==> src/rtl/envelope_pkg.sv <==
// Shared types and helpers for the per-band envelope follower.
package envelope_pkg;

   typedef enum logic [1:0] {ATTACK, HOLD, RELEASE} env_phase_e;

   localparam logic [31:0] ENV_MAX = 32'h7FFF_FFFF;

   // The most negative sample has no positive twin; clamp it onto the envelope ceiling.
   function automatic logic [31:0] sat_abs(input logic signed [31:0] x);
      logic [31:0] r;
      if (x == 32'sh8000_0000) begin
         r = ENV_MAX;
      end else if (x < 0) begin
         r = 32'(-x);
      end else begin
         r = 32'(x);
      end
      return r;
   endfunction

endpackage

==> src/rtl/env_slew.sv <==
// Moves an envelope one smoothing step toward a target.
// The step is at least 1 and never crosses the target.
module env_slew (
   input  logic [31:0] i_env,
   input  logic [31:0] i_abs,
   input  logic [4:0]  i_shift,
   output logic [31:0] o_env
);

   logic        w_rising;
   logic        w_falling;
   logic [31:0] w_diff;
   logic [31:0] w_shifted;
   logic [31:0] w_step;

   assign w_rising  = i_abs > i_env;
   assign w_falling = i_env > i_abs;
   assign w_diff    = w_rising ? (i_abs - i_env) : (i_env - i_abs);
   assign w_shifted = w_diff >> i_shift;

   // The shifted step is never larger than the difference, so the step cannot
   // overshoot; forcing a minimum of 1 guarantees exact convergence.
   assign w_step = (w_shifted == 32'd0) ? 32'd1 : w_shifted;

   always_comb begin
      o_env = i_env;
      if (w_rising) begin
         o_env = i_env + w_step;
      end else if (w_falling) begin
         o_env = i_env - w_step;
      end
   end

endmodule

==> src/rtl/envelope_follower.sv <==
// Rectifies a band sample stream and tracks it with attack/hold/release
// smoothing, emitting the envelope once every DECIM accepted samples.
module envelope_follower
   import envelope_pkg::*;
#(
   parameter int ATTACK_SHIFT  = 4,
   parameter int RELEASE_SHIFT = 10,
   parameter int HOLD_SAMPLES  = 64,
   parameter int DECIM         = 32
) (
   input  logic        clk_in,
   input  logic        rst_n_in,
   input  logic        valid_in,
   input  logic [31:0] sample_in,
   output logic [31:0] env_out,
   output logic        valid_out
);

   localparam logic [4:0]  LP_ATTACK_SHIFT  = 5'(ATTACK_SHIFT);
   localparam logic [4:0]  LP_RELEASE_SHIFT = 5'(RELEASE_SHIFT);
   localparam logic [15:0] LP_HOLD          = 16'(HOLD_SAMPLES);
   localparam logic [15:0] LP_DEC_LAST      = 16'(DECIM - 1);

   logic [31:0] r_abs;
   logic        r_valid1;

   env_phase_e  r_phase;
   env_phase_e  w_phaseNext;
   logic [31:0] r_env;
   logic [31:0] w_envNext;
   logic [15:0] r_hold;
   logic [15:0] w_holdNext;
   logic [15:0] r_dec;
   logic [15:0] w_decNext;
   logic        w_emit;

   logic [31:0] r_envOut;
   logic        r_validOut;

   logic [31:0] w_attackEnv;
   logic [31:0] w_releaseEnv;

   always_ff @(posedge clk_in or negedge rst_n_in) begin
      if (!rst_n_in) begin
         r_abs    <= 32'd0;
         r_valid1 <= 1'b0;
      end else begin
         r_valid1 <= valid_in;
         if (valid_in) begin
            r_abs <= sat_abs(sample_in);
         end
      end
   end

   env_slew u_attack (
      .i_env   (r_env),
      .i_abs   (r_abs),
      .i_shift (LP_ATTACK_SHIFT),
      .o_env   (w_attackEnv)
   );

   env_slew u_release (
      .i_env   (r_env),
      .i_abs   (r_abs),
      .i_shift (LP_RELEASE_SHIFT),
      .o_env   (w_releaseEnv)
   );

   always_ff @(posedge clk_in or negedge rst_n_in) begin
      if (!rst_n_in) begin
         r_phase    <= RELEASE;
         r_env      <= 32'd0;
         r_hold     <= 16'd0;
         r_dec      <= 16'd0;
         r_envOut   <= 32'd0;
         r_validOut <= 1'b0;
      end else begin
         r_phase    <= w_phaseNext;
         r_env      <= w_envNext;
         r_hold     <= w_holdNext;
         r_dec      <= w_decNext;
         r_validOut <= w_emit;
         if (w_emit) begin
            r_envOut <= w_envNext;
         end
      end
   end

   // Attack always wins and re-arms the hold; release only starts once the
   // hold count has drained on non-attack samples.
   always_comb begin
      w_phaseNext = r_phase;
      w_envNext   = r_env;
      w_holdNext  = r_hold;
      w_decNext   = r_dec;
      w_emit      = 1'b0;
      if (r_valid1) begin
         if (r_abs > r_env) begin
            w_envNext   = w_attackEnv;
            w_holdNext  = LP_HOLD;
            w_phaseNext = ATTACK;
         end else if (r_hold != 16'd0) begin
            w_holdNext  = r_hold - 16'd1;
            w_phaseNext = HOLD;
         end else if (r_env > r_abs) begin
            w_envNext   = w_releaseEnv;
            w_phaseNext = RELEASE;
         end
         if (r_dec == LP_DEC_LAST) begin
            w_decNext = 16'd0;
            w_emit    = 1'b1;
         end else begin
            w_decNext = r_dec + 16'd1;
         end
      end
   end

   assign env_out   = r_envOut;
   assign valid_out = r_validOut;

endmodule

==> config.mk <==
export PLATFORM = sky130hd
export DESIGN_NAME = envelope_follower
export DESIGN_NICKNAME = d
export VERILOG_FILES = /design/src/rtl/envelope_pkg.sv /design/src/rtl/env_slew.sv /design/src/rtl/envelope_follower.sv
export SDC_FILE = /design/constraint.sdc
export NUM_CORES = 1
export LEC_CHECK = 0
export CELL_PAD_IN_SITES_DETAIL_PLACEMENT = 0
export CELL_PAD_IN_SITES_GLOBAL_PLACEMENT = 1
export CORE_UTILIZATION = 43
export CTS_BUF_LIST = sky130_fd_sc_hd__clkbuf_2
export CTS_CLUSTER_SIZE = 8
export DETAILED_ROUTE_END_ITERATION = 6
export PLACE_DENSITY_LB_ADDON = 0.2
export SLEW_MARGIN = 20
export SYNTH_ARGS = -nofsm -noshare
export SYNTH_HDL_FRONTEND = slang
export SYNTH_SLANG_ARGS = --single-unit
==> constraint.sdc <==
create_clock -name clk_in -period 6.1 [get_ports clk_in]
set_input_delay 1.525 -clock clk_in [delete_from_list [all_inputs] [get_ports clk_in]]
set_output_delay 1.525 -clock clk_in [all_outputs]
set_load 0.01 [all_outputs]
Word level (Yosys, flattened, before mapping) --
Cells that the tools add are included. Widths: inputs -> output; s select.
Cells by class: $add $sub $neg 7, multiply operators 0, div/mod/pow operators 0, $lt $le $gt $ge 3, eq/ne operators 2, shifts and indexed selects 0, muxes and demuxes 14, bitwise operators 0, reductions and logical operators 5
Operators by type and width (count):
- $mux 32 | 7
- $sub 32x32->32 | 3
- $gt 32x32->1 | 2
- $logic_not 32->1 | 2
- $mux 16 | 3
- $add 32x32->32 | 1
- $eq 32x32->1 const B | 1
- $lt 32x1->1 const B | 1
- $neg 32->32 | 1
- $mux 28 | 1
- $mux 22 | 1
- $add 16x1->16 const B | 1
- $eq 16x5->1 const B | 1
- $reduce_bool 16->1 | 1
- $sub 16x1->16 const B | 1
- $mux 1 | 2
- $reduce_and 2->1 | 1
- $reduce_bool 2->1 | 1
Storage, ports and cells: flip-flop bits (word level) 130, bits in latches 0, RAM bits 0, memory bits (read-only) 0, output and inout bits 33, word-level logic and storage cells 38, memories kept 0

Longest topological paths before layout --
Gate-level depths: netlist of the first run.
depth in word-level cells 9, mapped depth 33, depth with buffers taken out 29

By module --
A second synthesis of the first run with hierarchy kept.
Second synthesis, totals: cell total of the unflattened synthesis 3811, area, all modules 27774.1 µm²
Modules (own cells, without submodules):
- env_slew at u_attack | times used 1, cells each 1532, area an instance 10099.7 µm², sequential area each 0.0 µm²
- env_slew at u_release | times used 1, cells each 1442, area an instance 9739.3 µm², sequential area each 0.0 µm²
- envelope_follower | times used 1, cells each 837, area an instance 7935.1 µm², sequential area each 3253.1 µm²

Worst setup path before layout of the first run --
Ideal clock, no wire load.
kind register -> register, start register r_env[26], end register r_envOut[24], in the netlist env_out[24], setup time 0.096 ns, data arrival time 6.566 ns, required time 6.004 ns, slack -0.562 ns, stages on the path, launching flop included 30, path buffers 2, clock period less this slack 6.662 ns, cells stage by stage dfrtp_1 -> ha_1 -> buf_4 -> nand2_4 -> nor4_4 -> and3_2 -> a21boi_2 -> o21a_1 -> buf_6 -> mux2i_1 -> o2bb2ai_1 -> xnor2_2 -> or4b_1 -> or4_4 -> o31ai_1 -> ha_1 -> inv_1 -> fa_1 -> a21o_1 -> a21oi_1 -> o21bai_1 -> a2111o_1 -> a31oi_1 -> o211ai_1 -> nand4_1 -> nand4b_1 -> or3_1 -> xnor2_1 -> nor2_1 -> o31ai_1
On the way: cells in the longest elaborated chain, start to end 9, elaborated cells on any way between the ends 15
Ends and longest elaborated chain:
- start: declaration | line envelope_follower.sv:29 | logic [31:0] r_env;
- start signal: assignment | line envelope_follower.sv:79 | r_env <= w_envNext;
- $sub 32x32->32 / $gt 32x32->1 (equally long branches) | line env_slew.sv:18, env_slew.sv:16, envelope_follower.sv:98
- $mux 32 | line env_slew.sv:18 | assign w_diff = w_rising ? (i_abs - i_env) : (i_env - i_abs);
- $logic_not 32->1 | line env_slew.sv:23 | assign w_step = (w_shifted == 32'd0) ? 32'd1 : w_shifted;
- $mux 22 | line env_slew.sv:23
- $sub 32x32->32 | line env_slew.sv:30 | o_env = i_env - w_step;
- $mux 32 | line envelope_follower.sv:105 | end else if (r_env > r_abs) begin
- $mux 32 | line envelope_follower.sv:102 | end else if (r_hold != 16'd0) begin
- $mux 32 * | line envelope_follower.sv:98 | if (r_abs > r_env) begin
- $mux 32 * | line envelope_follower.sv:97 | if (r_valid1) begin
- end signal: assignment | line envelope_follower.sv:84 | r_envOut <= w_envNext;
- end: declaration | line envelope_follower.sv:37 | logic [31:0] r_envOut;
Every way passes the cells marked *; elsewhere a longest branch is shown, timed or not. A chain may end at the register's enable or synchronous reset.

Worst setup path after layout of the first run --
start register r_abs[17], end register r_envOut[24], in the netlist env_out[24]
On the way: cells in the longest elaborated chain, start to end 9, elaborated cells on any way between the ends 15
Ends and longest elaborated chain:
- start: declaration | line envelope_follower.sv:24 | logic [31:0] r_abs;
- start signal: assignment | line envelope_follower.sv:50 | r_abs <= sat_abs(sample_in);
- $sub 32x32->32 / $gt 32x32->1 (equally long branches) | line env_slew.sv:18, env_slew.sv:16, envelope_follower.sv:98
- $mux 32 | line env_slew.sv:18
- $logic_not 32->1 | line env_slew.sv:23
- $mux 22 | line env_slew.sv:23
- $sub 32x32->32 | line env_slew.sv:30
- $mux 32 | line envelope_follower.sv:105
- $mux 32 | line envelope_follower.sv:102
- $mux 32 * | line envelope_follower.sv:98
- $mux 32 * | line envelope_follower.sv:97
Marks and branches as above.

==> results.md, run 1 <==
STA:
- The least setup slack across all paths after layout is -0.719 ns.
- Hold is met by roughly 0.48 ns.
- The worst path in the final design needs a cycle of 6.82 ns, including I/O delays and setup.
- In the finished design, the share of the clock period the worst path needs comes to 112%.
- The number of hold violations in the final report is 0.
- Setup repair after global routing could not meet its margin everywhere.
- The post-route clock skew is slightly above 0.08 ns.
- Based on the critical path, the design can be clocked at up to between 100 and 150 MHz.
- Setup violations remaining at the end of the flow were counted as 44.
- At the pin with the least slew margin, the transition time is between 1 and 1.5 ns.
- The number of max-slew violations in the final report is 0.
- The worst-case headroom to the max-slew limit is a little under a third.

Worst setup path:
- The required arrival time at the worst endpoint is 6.81 ns.
- The standard cell with the maximum stage delay on the critical path is sky130_fd_sc_hd__dfrtp_1.
- Data arrives at the worst endpoint at 7.53 ns.
- The worst flop-to-flop path startpoint is r_abs[17].
- Along the worst path, the maximum fanout reaches 5.
- The highest cell delay on the worst timing path is 0.47 ns.
- The cell that appears most often on the critical path is sky130_fd_sc_hd__a21oi_2.
- The classification of the worst setup path is flip-flop to flip-flop.
- The number of cells on the worst reg-to-reg path is 29.
- The endpoint identified for the worst register-to-register timing path is env_out[24].
- The startpoint kind of the worst setup timing path is a flip-flop.
- The register-to-register path setup slack is -0.72 ns.
- The worst setup path is captured at a flip-flop.

Run:
- The number of max-capacitance violations reported is 0.

Floorplan:
- The core region is 0.0278 mm^2.
- The number of top-level pins is ~70.
- The initial cell density of the core is a little over two fifths.
- The die outline area is around 0.029 mm^2.
- The floorplan has a little over 60 rows.
- The die is 170 um tall.
- The width of the die is about 170 um.

Status:
- The final reports fail on setup timing.
- The flow ran to the end, but the final reports show violations.

Clocking:
- The clock latency on the worst-skew pair is 0.82 ns.
- The number of buffers on the longest clock path is 2.
- The TritonCTS clock tree is done.
- The root buffer cell chosen for the clock tree is sky130_fd_sc_hd__clkbuf_2.
- Buffers inserted during clock tree synthesis total 17.
- CTS built an H-tree with a depth of 4.
- The clock transition at the registers of the reported paths is around 0.29 ns.
- The number of sinks handled by clock tree synthesis is 130.

Min path:
- The class of the tightest hold or removal check is flip-flop to flip-flop.
- The hold path startpoint is r_dec[4].
- For hold timing, the worst endpoint is r_dec[4].
- Along the worst hold path, the cell count comes to 1.

Drt:
- The first detailed-routing pass ran for 6 iterations.
- For this block, the routed nets add up to between 30,000 and 40,000 um of wire.
- For this run, design rule violations remaining after detail routing come to 0.
- The detailed-route via count is approximately 12,000.
- The first routing iteration left roughly 1,000 violations.
- The average detailed-routed wire length per instance is about 17 um.
- The final antenna-violating net count is 0.
- Dividing the detail-routed via count by the number of cells gives ~5.4.

Placement:
- The HPWL after detailed placement is around 31,000 um.
- At the end of routability-driven placement, the weighted congestion stood at slightly below 1.
- In this run, placement finished with an instance count of approximately 2,200.
- Buffers placed on the I/O ports in this run total 67.
- The placed instances occupy a cell area of approximately 0.015 mm^2.

GRT:
- The total routing usage reported by global routing is 27.8%.
- The first global-routing pass estimated a little over 60,000 um of wire.
- The number of antenna violations at the first check in global routing was 1.
- The number of global-route vias before repair is approximately 12,000.
- The largest net degree at the start of global routing is 88.
- Summed over all layers, the global routing overflow is 0.

Yosys:
- The count of different cell masters after synthesis is 87.
- The average cell area after synthesis is between 8 and 9 um^2.
- In the post-synthesis netlist, the cell with the most instances is sky130_fd_sc_hd__nand2_1.
- The largest area contributor in the synthesized netlist is sky130_fd_sc_hd__dfrtp_1.
- Yosys attributes the largest share of cell area to sky130_fd_sc_hd__dfrtp_1 27%, sky130_fd_sc_hd__ha_1 12%, sky130_fd_sc_hd__a21oi_1 6.0%, sky130_fd_sc_hd__xnor2_1 5.0%, sky130_fd_sc_hd__nand2_1 4.7%.
- The share of synthesized flip-flops with an asynchronous set or reset is 100%.
- The net count after synthesis is approximately 1,700.
- The cell area after synthesis is about 0.012 mm^2.
- After synthesis the netlist holds a flip-flop and latch count of 130.
- The fraction of the yosys area taken by sequential cells is roughly a quarter.
- Counting flops with a built-in enable in the synthesized netlist gives 0.
- By count the netlist is led by 153 x sky130_fd_sc_hd__nand2_1, 145 x sky130_fd_sc_hd__a21oi_1, 130 x sky130_fd_sc_hd__dfrtp_1, 119 x sky130_fd_sc_hd__nor2_1, 117 x sky130_fd_sc_hd__ha_1.
- The area share of the largest cell type after synthesis is between 20% and 30%.
- For this run, the leading register cell type out of synthesis is sky130_fd_sc_hd__dfrtp_1.
- The cell count after synthesis came out at between 1,500 and 2,000.
- During synthesis, Yosys emitted a total of 0 warnings.

Final layout:
- The finished layout holds approximately 2,300 standard cells, fillers aside.
- The fraction of layout cells with a size suffix above 1 is roughly 28%.
- Relative to the synthesized area, the layout overhead comes to 35.2%.
- The number of nets at the end of the flow is around 2,000.
- After routing the design area is between 0.015 and 0.02 mm^2.
[what timing repair did]
action / 4_1_cts / 5_1_grt
resized for setup: 85 / 44
setup endpoints to repair: 44 / 50
pin swaps: 69 / 30
buffers inserted: 33 / 9
hold buffers: 0 / 0
[per-layer routing]
| metal | part of all wire [%] | vias up | global-route usage [%] |
|---|---|---|---|
| met3 | 6.0 | 48 | 4.33 |
| met1 | 49 | 5818 | 40.2 |
| met5 | 0 | - | 0 |
| met4 | 1.8 | 0 | 7.56 |
| met2 | 43 | 380 | 42.5 |
| li1 | - | 6055 | - |
[worst max-delay path by stage]
stage	from	end	slack, ns	cells after the start
final	r_abs[17]	env_out[24]	-0.72	29
after global routing	r_env[25]	env_out[24]	-1.01	30
after CTS	r_env[25]	env_out[26]	-0.69	29
after detailed placement	r_abs[11]	r_env[26]	-0.88	29
after global placement	r_abs[11]	r_env[26]	-0.74	29
after floorplan	r_env[1]	env_out[24]	-0.34	28
[layout by cell type (no fill, tap or decap), types with 7 or more instances in the layout]
cell type / instances
sky130_fd_sc_hd__xnor2_1: 66
sky130_fd_sc_hd__a211oi_1: 13
sky130_fd_sc_hd__a21oi_2: 31
sky130_fd_sc_hd__clkdlybuf4s50_1: 66
sky130_fd_sc_hd__or4_1: 9
sky130_fd_sc_hd__nand2_1: 149
sky130_fd_sc_hd__o21ai_1: 20
sky130_fd_sc_hd__o21a_1: 17
sky130_fd_sc_hd__clkbuf_2: 19
sky130_fd_sc_hd__nor2_1: 119
sky130_fd_sc_hd__o21bai_1: 11
sky130_fd_sc_hd__a21o_1: 44
sky130_fd_sc_hd__buf_6: 16
sky130_fd_sc_hd__inv_1: 109
sky130_fd_sc_hd__o211ai_1: 8
sky130_fd_sc_hd__mux2i_1: 14
sky130_fd_sc_hd__a211oi_2: 9
sky130_fd_sc_hd__ha_2: 7
sky130_fd_sc_hd__a31oi_1: 13
sky130_fd_sc_hd__mux2_2: 9
sky130_fd_sc_hd__nand3_1: 22
sky130_fd_sc_hd__a21oi_1: 117
sky130_fd_sc_hd__nand2_2: 7
sky130_fd_sc_hd__nor4_1: 16
sky130_fd_sc_hd__nor3_1: 20
sky130_fd_sc_hd__and2_1: 8
sky130_fd_sc_hd__xor2_1: 65
sky130_fd_sc_hd__nand2b_1: 17
sky130_fd_sc_hd__dfrtp_1: 124
sky130_fd_sc_hd__nand4_1: 24
sky130_fd_sc_hd__and3_1: 7
sky130_fd_sc_hd__ha_1: 104
sky130_fd_sc_hd__o21ai_0: 79
sky130_fd_sc_hd__buf_4: 332
sky130_fd_sc_hd__or3_1: 12
sky130_fd_sc_hd__nor2b_1: 9
sky130_fd_sc_hd__o31ai_1: 11
[logic make-up (layout without fill, tap and decap cells)]
group,after synthesis,count (layout),synth area share (%)
simple gates,457,457,18.2
compound gates,456,456,24.2
buf+inv,175,558,6.15
xor+xnor,135,135,9.78
flops,130,130,26.7
fa+ha+maj,119,119,12.4
mux,30,30,2.62
other cells,0,1,0
[stage by stage]
stage	util, %	setup TNS (ns)	setup WS, ns
global route	59.2	-29.56	-1.01
CTS	58.3	-15.30	-0.689
global placement	55.6	-15.17	-0.743
finish	59.2	-17.54	-0.719
detailed placement	55.6	-18.90	-0.881
floorplan	-	-1.49	-0.342
[cell type report]
class                   instances  area [um^2]
fillers                      2615        11300
multi-input cells            1197         8750
repair buffers                414         3330
flip-flops and latches        130         3260
well taps                     378          473
inverters                     113          424
clock inverters                12          118
clock buffers                  19         95.1
diodes                          1         2.50
[sequential cells by signal, summed over array words and instances (netlist names)]
signal     cells
r_hold        16
valid_out      1
r_dec         16
r_valid1       1
r_env         32
r_abs         32
env_out       32
[worst max-delay path: cells and delay by family, from the launching register on]
kind | cells | cell delay [ns]
compound gates | 14 | 2.84
xor+xnor | 2 | 0.35
fa+ha+maj | 3 | 0.75
buf+inv | 3 | 0.37
flops | 1 | 0.47
simple gates | 7 | 1.92
Power of run 1 is left out: the tool's default activity adds up to more than one toggle a clock period on the data nets, which glitch-free logic cannot reach.
==> run 2, diff against run 1 <==
Settings changed: PLACE_DENSITY_LB_ADDON 0.2 to 0.1.
==> run 2 against run 1 <==
  * The run still ends with setup timing left
  * Non-clock buffer count grew 12
  * Design area grew 0.68%
  * Clock skew is 0.022 ns lower
  * Via count is 0.51% lower
  * First-iteration DRC count decreased by 12%
  * Fmax decreased by 1.2%
  * Utilization grew 0.41 points
  * Global-route usage increased by 0.66 points
  * Critical endpoint is now env_out[2]
  * Highest routed layer unchanged
==> results.md, run 2 (synthesis results as in run 1) <==
Floorplan:
- The width of the die is 170 um (unchanged).
- The number of top-level pins is 68 (unchanged).
- The area of the core came to 0.0278 mm^2 (unchanged).
- The die outline area came to 0.0290 mm^2 (unchanged).
- The number of standard-cell rows in the floorplan is 61 (unchanged).
- The vertical die dimension is 170 um (unchanged).
- The initial cell density of the core is 43.8% (unchanged).

Drt:
- The post-detailed-routing wire length is 39,800 um (+1.1%).
- The detailed-route via count is 12,238 (-0.51%).
- The number of design-rule violations left by the first detailed-router iteration came to 859 (-12%).
- The average detailed-routed wire length per instance was 17.5 um (+0.53%).
- The total iterations of the first detailed-routing run is 5 (-1).
- The final antenna-violating net count is 0 (unchanged).
- The via count normalized by instance count is 5.37 (-1.1%).
- The DRC violations left is 0 (unchanged).

STA:
- Setup repair after global routing could not meet its margin everywhere.
- The number of max-slew violations in the final report was 0 (unchanged).
- The maximum clock frequency was 145 MHz (-1.2%).
- The number of hold violations in the final report came to 0 (unchanged).
- The actual slew at the worst max-slew pin is 1.02 ns (-0.00932 ns).
- The period utilization came to 113% (+1.4 points).
- The least setup slack across all paths after layout is -0.804 ns (-0.0858 ns).
- The final number of setup-violating endpoints is 45 (+2.3%).
- The minimum period implied by the final worst setup slack is 6.90 ns (+0.0858 ns).
- The post-route clock skew came to 0.0586 ns (-0.0222 ns).
- The worst-case headroom to the max-slew limit is 31.8% (+0.21 points).

Clocking:
- The clock latency on the worst-skew pair was 0.79 ns (-0.03 ns).
- The number of sinks handled by clock tree synthesis is 130 (unchanged).
- The number of CTS-inserted buffers was 17 (unchanged).
- The clock root buffer is sky130_fd_sc_hd__clkbuf_2.
- The clock transition at the registers of the reported paths came to 0.25 ns (-0.04 ns).
- The TritonCTS clock tree is done.
- The number of levels the H-tree was split into is 4 (unchanged).
- The number of buffers on the longest clock path was 2 (unchanged).
- The number of hold buffers added after cts is 0 (unchanged).

GRT:
- The number of global-route vias before repair came to 11,989 (+1.7%).
- The global-route wire length before repair came to 64,000 um (+2.7%).
- The largest net degree at the start of global routing was 50 (-43%).
- The total routing usage reported by global routing is 28.5% (+0.66 points).
- The number of antenna violations at the first check in global routing is 2 (+1).
- The overall overflow remaining after global route is 0 (unchanged).

Min path:
- The hold path startpoint is r_dec[4].
- The worst min-delay path endpoint is r_dec[4].
- The hold-critical path depth was 1 (unchanged).
- The tightest min-delay check is of the flip-flop to flip-flop type.

Final layout:
- Compared with the post-synthesis result, the final layout area differs by 36.1%.
- The top cell types in the final layout, fill and taps aside, are 350 x sky130_fd_sc_hd__buf_4, 148 x sky130_fd_sc_hd__nand2_1, 124 x sky130_fd_sc_hd__dfrtp_1.
- The final cell area excluding filler cells is 0.0166 mm^2 (+0.68%).
- The number of nets at the end of the flow is 2,039 (+0.59%).
- The most common cell after layout, fill and taps aside is sky130_fd_sc_hd__buf_4.
- The final cell utilization of the core was 59.6% (+0.41 points).
- The fraction of layout cells with a size suffix above 1 is 29.0% (+1.1 points).
- The fill cell total of the finished layout is 2,612 (-0.11%).

Worst setup path:
- In this run the critical register-to-register path is launched from r_env[1].
- The sort of element at the end of the critical path is a flip-flop.
- The standard cell with the maximum stage delay on the critical path is sky130_fd_sc_hd__or4b_1.
- The depth of the worst register-to-register path is 38 (+31%).
- The worst setup path startpoint is r_env[1].
- The startpoint kind of the worst setup timing path is a flip-flop.
- The critical-path maximum fanout came to 4 (-1).
- In this run the critical register-to-register path is captured at env_out[2].
- The highest cell delay on the worst timing path came to 0.56 ns (+0.09 ns).
- The buffers plus inverters on the worst setup path came to 19 (+16).
- The data arrival at the endpoint of the critical path is 7.59 ns (+0.06 ns).
- The kind of cell adding the most delay to the critical path is compound AO/OA/AOI/OAI gates.
- The required arrival time at the worst endpoint is 6.79 ns (-0.02 ns).
- The worst setup path is of the flip-flop to flip-flop kind.
- The most frequent cell on the critical path is sky130_fd_sc_hd__buf_4.
- The register-to-register path setup slack is -0.80 ns (-0.09 ns).

Run:
- The number of max-capacitance violations reported is 0 (unchanged).

Placement:
- The number of buffers inserted by port buffering came to 67 (unchanged).
- The HPWL after detailed placement is 31,500 um (+1.9%).
- The placer congestion estimate is 0.950 (-1.7%).
- The placed cell area is 0.0155 mm^2 (+0.34%).

Status:
- The flow ran to the end, but the final reports show violations.
- The checks that failed: setup timing.
[run 2: changes by cell type in the layout (fill, tap and decap cells not counted), sizes merged]
cell,previous run,this run
clkbuf,19,18
bufinv,2,0
diode,1,2
clkinvlp,2,4
clkinv,9,4
inv,112,118
buf,348,360
[run 2: what timing repair did]
| item | 4_1_cts | 5_1_grt |
|---|---|---|
| pin swaps | 46 | 74 |
| gates resized for setup | 69 | 72 |
| endpoints found under the setup margin | 44 | 52 |
| buffers inserted | 32 | 12 |
[run 2: final cells by class]
type / instances / area (um^2) / share of cell area (%)
tap: 378 / 473 / 2.85
clock buffer: 18 / 90.1 / 0.544
antenna: 2 / 5.00 / 0.0302
multi-input combinational: 1197 / 8800 / 53.1
sequential: 130 / 3260 / 19.7
timing repair buffer: 426 / 3410 / 20.6
clock inverter: 13 / 104 / 0.627
inverter: 113 / 424 / 2.56
[run 2: through the flow]
step / std cells / TNS (ns) / hold WS, ns / setup slack [ns]
3_3_place_gp: 2205 / -12.97 / 0.457 / -0.640
6_report: 2277 / -19.91 / 0.487 / -0.804
4_1_cts: 2266 / -15.65 / 0.494 / -0.693
2_1_floorplan: 1502 / -1.49 / 0.438 / -0.342
5_1_grt: 2277 / -30.44 / 0.509 / -1.06
3_5_place_dp: 2205 / -18.14 / 0.460 / -0.820
[run 2: metal layers]
| layer | GRT usage [%] | wire length [um] | up-vias |
|---|---|---|---|
| met2 | 43.5 | 17100 | 339 |
| met1 | 41.7 | 19900 | 5763 |
| met3 | 3.84 | 2190 | 36 |
| li1 | - | - | 6100 |
| met4 | 7.29 | 630 | 0 |
| met5 | 0 | 0 | - |
[run 2: how the worst max path moves through the flow]
stage                        to  slack (ns)  cells past startpoint
floorplan           env_out[24]       -0.34                     28
CTS                 env_out[24]       -0.69                     28
finish               env_out[2]       -0.80                     38
global placement      r_env[26]       -0.64                     29
global route        env_out[24]       -1.06                     30
detailed placement  env_out[26]       -0.82                     29
Power of run 2 is left out for the same reason.
==> run 3, diff against run 2 <==
Settings changed: MAX_ROUTING_LAYER set to met4.
==> run 3 against run 2 <==
  * The run still ends with setup timing left
  * Design area is 0.45% lower
  * Via count fell by 0.42%
  * Die area unchanged
  * Non-clock buffer count fell by 12
  * Utilization fell by 0.27 points
==> results.md, run 3 (synthesis results as in run 1) <==
Status:
- The flow ran to the end, but the final reports show violations.
- The checks that failed: setup timing.

Min path:
- The worst min-delay path endpoint is r_dec[4].
- The class of the tightest hold or removal check is flip-flop to flip-flop.
- In this run the most critical hold path is launched from r_dec[4].
- The hold-critical path depth is 1 (unchanged).

Worst setup path:
- The worst register-to-register path begins at r_env[11].
- The terminus of the critical flop-to-flop path is r_env[26].
- The required arrival time at the worst endpoint is 6.82 ns (+0.03 ns).
- The register-to-register path setup slack is -0.63 ns (+0.17 ns).
- The highest cell delay on the worst timing path is 0.52 ns (-0.04 ns).
- The worst setup path is captured at a flip-flop.
- The classification of the worst setup path is flip-flop to flip-flop.
- The critical path depth in cells is 31 (-18%).
- The depth of the worst register-to-register path is 31 (-18%).
- The buffers plus inverters on the worst setup path is 4 (-15).
- The standard cell with the maximum stage delay on the critical path is sky130_fd_sc_hd__or4b_1.
- The kind of cell adding the most delay to the critical path is compound AO/OA/AOI/OAI gates.
- The critical-path maximum fanout is 6 (+2).
- The data arrival at the endpoint of the critical path is 7.46 ns (-0.13 ns).
- The most frequent cell on the critical path is sky130_fd_sc_hd__buf_4.
- The startpoint kind of the worst setup timing path is a flip-flop.

Drt:
- The final antenna-violating net count came to 0 (unchanged).
- The number of design-rule violations left by the first detailed-router iteration is 881 (+2.6%).
- The total iterations of the first detailed-routing run is 5 (unchanged).
- The via count normalized by instance count is 5.38 (+0.11%).
- The average detailed-routed wire length per instance is 17.6 um (+0.49%).
- The post-detailed-routing wire length is 39,800 um (about the same).
- The DRC violations left is 0 (unchanged).
- The detailed-route via count is 12,187 (-0.42%).

STA:
- The actual slew at the worst max-slew pin is 0.978 ns (-0.0391 ns).
- The number of hold violations in the final report came to 0 (unchanged).
- The post-route clock skew was 0.0474 ns (-0.0112 ns).
- The least setup slack across all paths after layout is -0.633 ns (+0.171 ns).
- The final number of setup-violating endpoints came to 36 (-20%).
- The hold slack came to 0.492 ns (+0.00562 ns).
- The minimum period implied by the final worst setup slack is 6.73 ns (-0.171 ns).
- The number of max-slew violations in the final report is 0 (unchanged).
- Setup repair after global routing could not meet its margin everywhere.
- The maximum clock frequency was 149 MHz (+2.5%).
- The worst-case headroom to the max-slew limit was 34.4% (+2.6 points).
- The period utilization is 110% (-2.8 points).

GRT:
- The number of global-route vias before repair is 11,686 (-2.5%).
- The total routing usage reported by global routing is 29.0% (+0.55 points).
- The largest net degree at the start of global routing is 52 (+4.0%).
- The global-route wire length before repair was 63,000 um (-1.7%).
- The overall overflow remaining after global route is 0 (unchanged).
- The number of antenna violations at the first check in global routing is 2 (unchanged).

Floorplan:
- The initial cell density of the core is 43.8% (unchanged).
- The area of the core is 0.0278 mm^2 (unchanged).
- The vertical die dimension is 170 um (unchanged).
- The number of standard-cell rows in the floorplan was 61 (unchanged).
- The die outline area is 0.0290 mm^2 (unchanged).
- The number of top-level pins is 68 (unchanged).
- The width of the die is 170 um (unchanged).

Clocking:
- The number of sinks handled by clock tree synthesis is 130 (unchanged).
- The number of CTS-inserted buffers is 17 (unchanged).
- The TritonCTS clock tree is done.
- The number of hold buffers added after cts was 0 (unchanged).
- The number of buffers on the longest clock path is 2 (unchanged).
- The clock transition at the registers of the reported paths is 0.23 ns (-0.02 ns).
- The number of levels the H-tree was split into was 4 (unchanged).
- The clock latency on the worst-skew pair is 0.79 ns (about the same).
- The clock root buffer is sky130_fd_sc_hd__clkbuf_2.

Placement:
- The post-placement worst setup slack is -0.708 ns (+0.112 ns).
- The number of buffers inserted by port buffering is 67 (unchanged).
- The placer congestion estimate came to 0.962 (+1.3%).
- The HPWL after detailed placement is 31,800 um (+1.1%).
- The placed cell area is 0.0156 mm^2 (+0.37%).

Final layout:
- The final cell area excluding filler cells came to 0.0165 mm^2 (-0.45%).
- The fill cell total of the finished layout is 2,629 (+0.65%).
- The final cell utilization of the core came to 59.4% (-0.27 points).
- The number of nets at the end of the flow is 2,027 (-0.59%).
- The most common cell after layout, fill and taps aside is sky130_fd_sc_hd__buf_4.
- The top cell types in the final layout, fill and taps aside, are 338 x sky130_fd_sc_hd__buf_4, 150 x sky130_fd_sc_hd__nand2_1, 123 x sky130_fd_sc_hd__dfrtp_1.
- The fraction of layout cells with a size suffix above 1 is 27.9% (-1.1 points).
- The layout overhead on the synthesized area is 35.5%.

Run:
- The number of max-capacitance violations reported is 0 (unchanged).
-- run 3: changes by cell type in the layout (fill, tap and decap cells not counted), moves of 3 or more --
cell | previous run | this run
sky130_fd_sc_hd__a21boi_1 | 0 | 3
sky130_fd_sc_hd__a21oi_1 | 115 | 121
sky130_fd_sc_hd__mux2_4 | 10 | 4
sky130_fd_sc_hd__buf_4 | 350 | 338
sky130_fd_sc_hd__a21oi_2 | 34 | 29
sky130_fd_sc_hd__mux2_2 | 5 | 11
-- run 3: what timing repair did --
action,in CTS,in global routing
endpoints found under the setup margin,41,48
buffers inserted,19,9
pin swaps,50,38
endpoints found under the hold margin,0,0
resized for setup,81,48
-- run 3: through the flow --
step	instances	TNS, ns
floorplan	1502	-1.49
global placement	2211	-12.91
detailed placement	2211	-14.37
CTS	2257	-8.84
global route	2265	-23.64
finish	2265	-11.78
-- run 3: worst max-delay path by stage --
stage / start / slack (ns) / end
finish: r_env[11] / -0.63 / r_env[26]
global route: r_abs[6] / -0.95 / r_env[26]
CTS: r_env[1] / -0.58 / r_env[26]
detailed placement: r_abs[6] / -0.71 / env_out[24]
global placement: r_abs[6] / -0.63 / r_env[26]
floorplan: r_env[1] / -0.34 / env_out[24]
-- run 3: worst register-to-register path, delay by kind of cell, from the launching register on --
kind / cells / cell delay [ns]
simple gates: 8 / 2.15
fa+ha+maj: 3 / 0.79
buf+inv: 4 / 0.46
flops: 1 / 0.45
compound gates: 14 / 2.37
xor+xnor: 1 / 0.13
mux: 1 / 0.34
-- run 3: metal layers --
layer  share of wire (%)  global-route usage (%)
met1                  49                    41.2
met2                  43                    42.8
met3                 6.1                    4.91
met4                 1.5                    6.27
met5                   0                       -
-- run 3: final cells by class --
class,count,area [um^2],share of cell area [%]
Multi-Input combinational cell,1197,8790,53.3
Timing Repair Buffer,414,3320,20.1
Sequential cell,130,3260,19.8
Tap cell,378,473,2.87
Inverter,113,424,2.57
Clock inverter,13,125,0.759
Clock buffer,19,95.1,0.577
Antenna cell,1,2.50,0.0152
Power of run 3 is left out for the same reason.
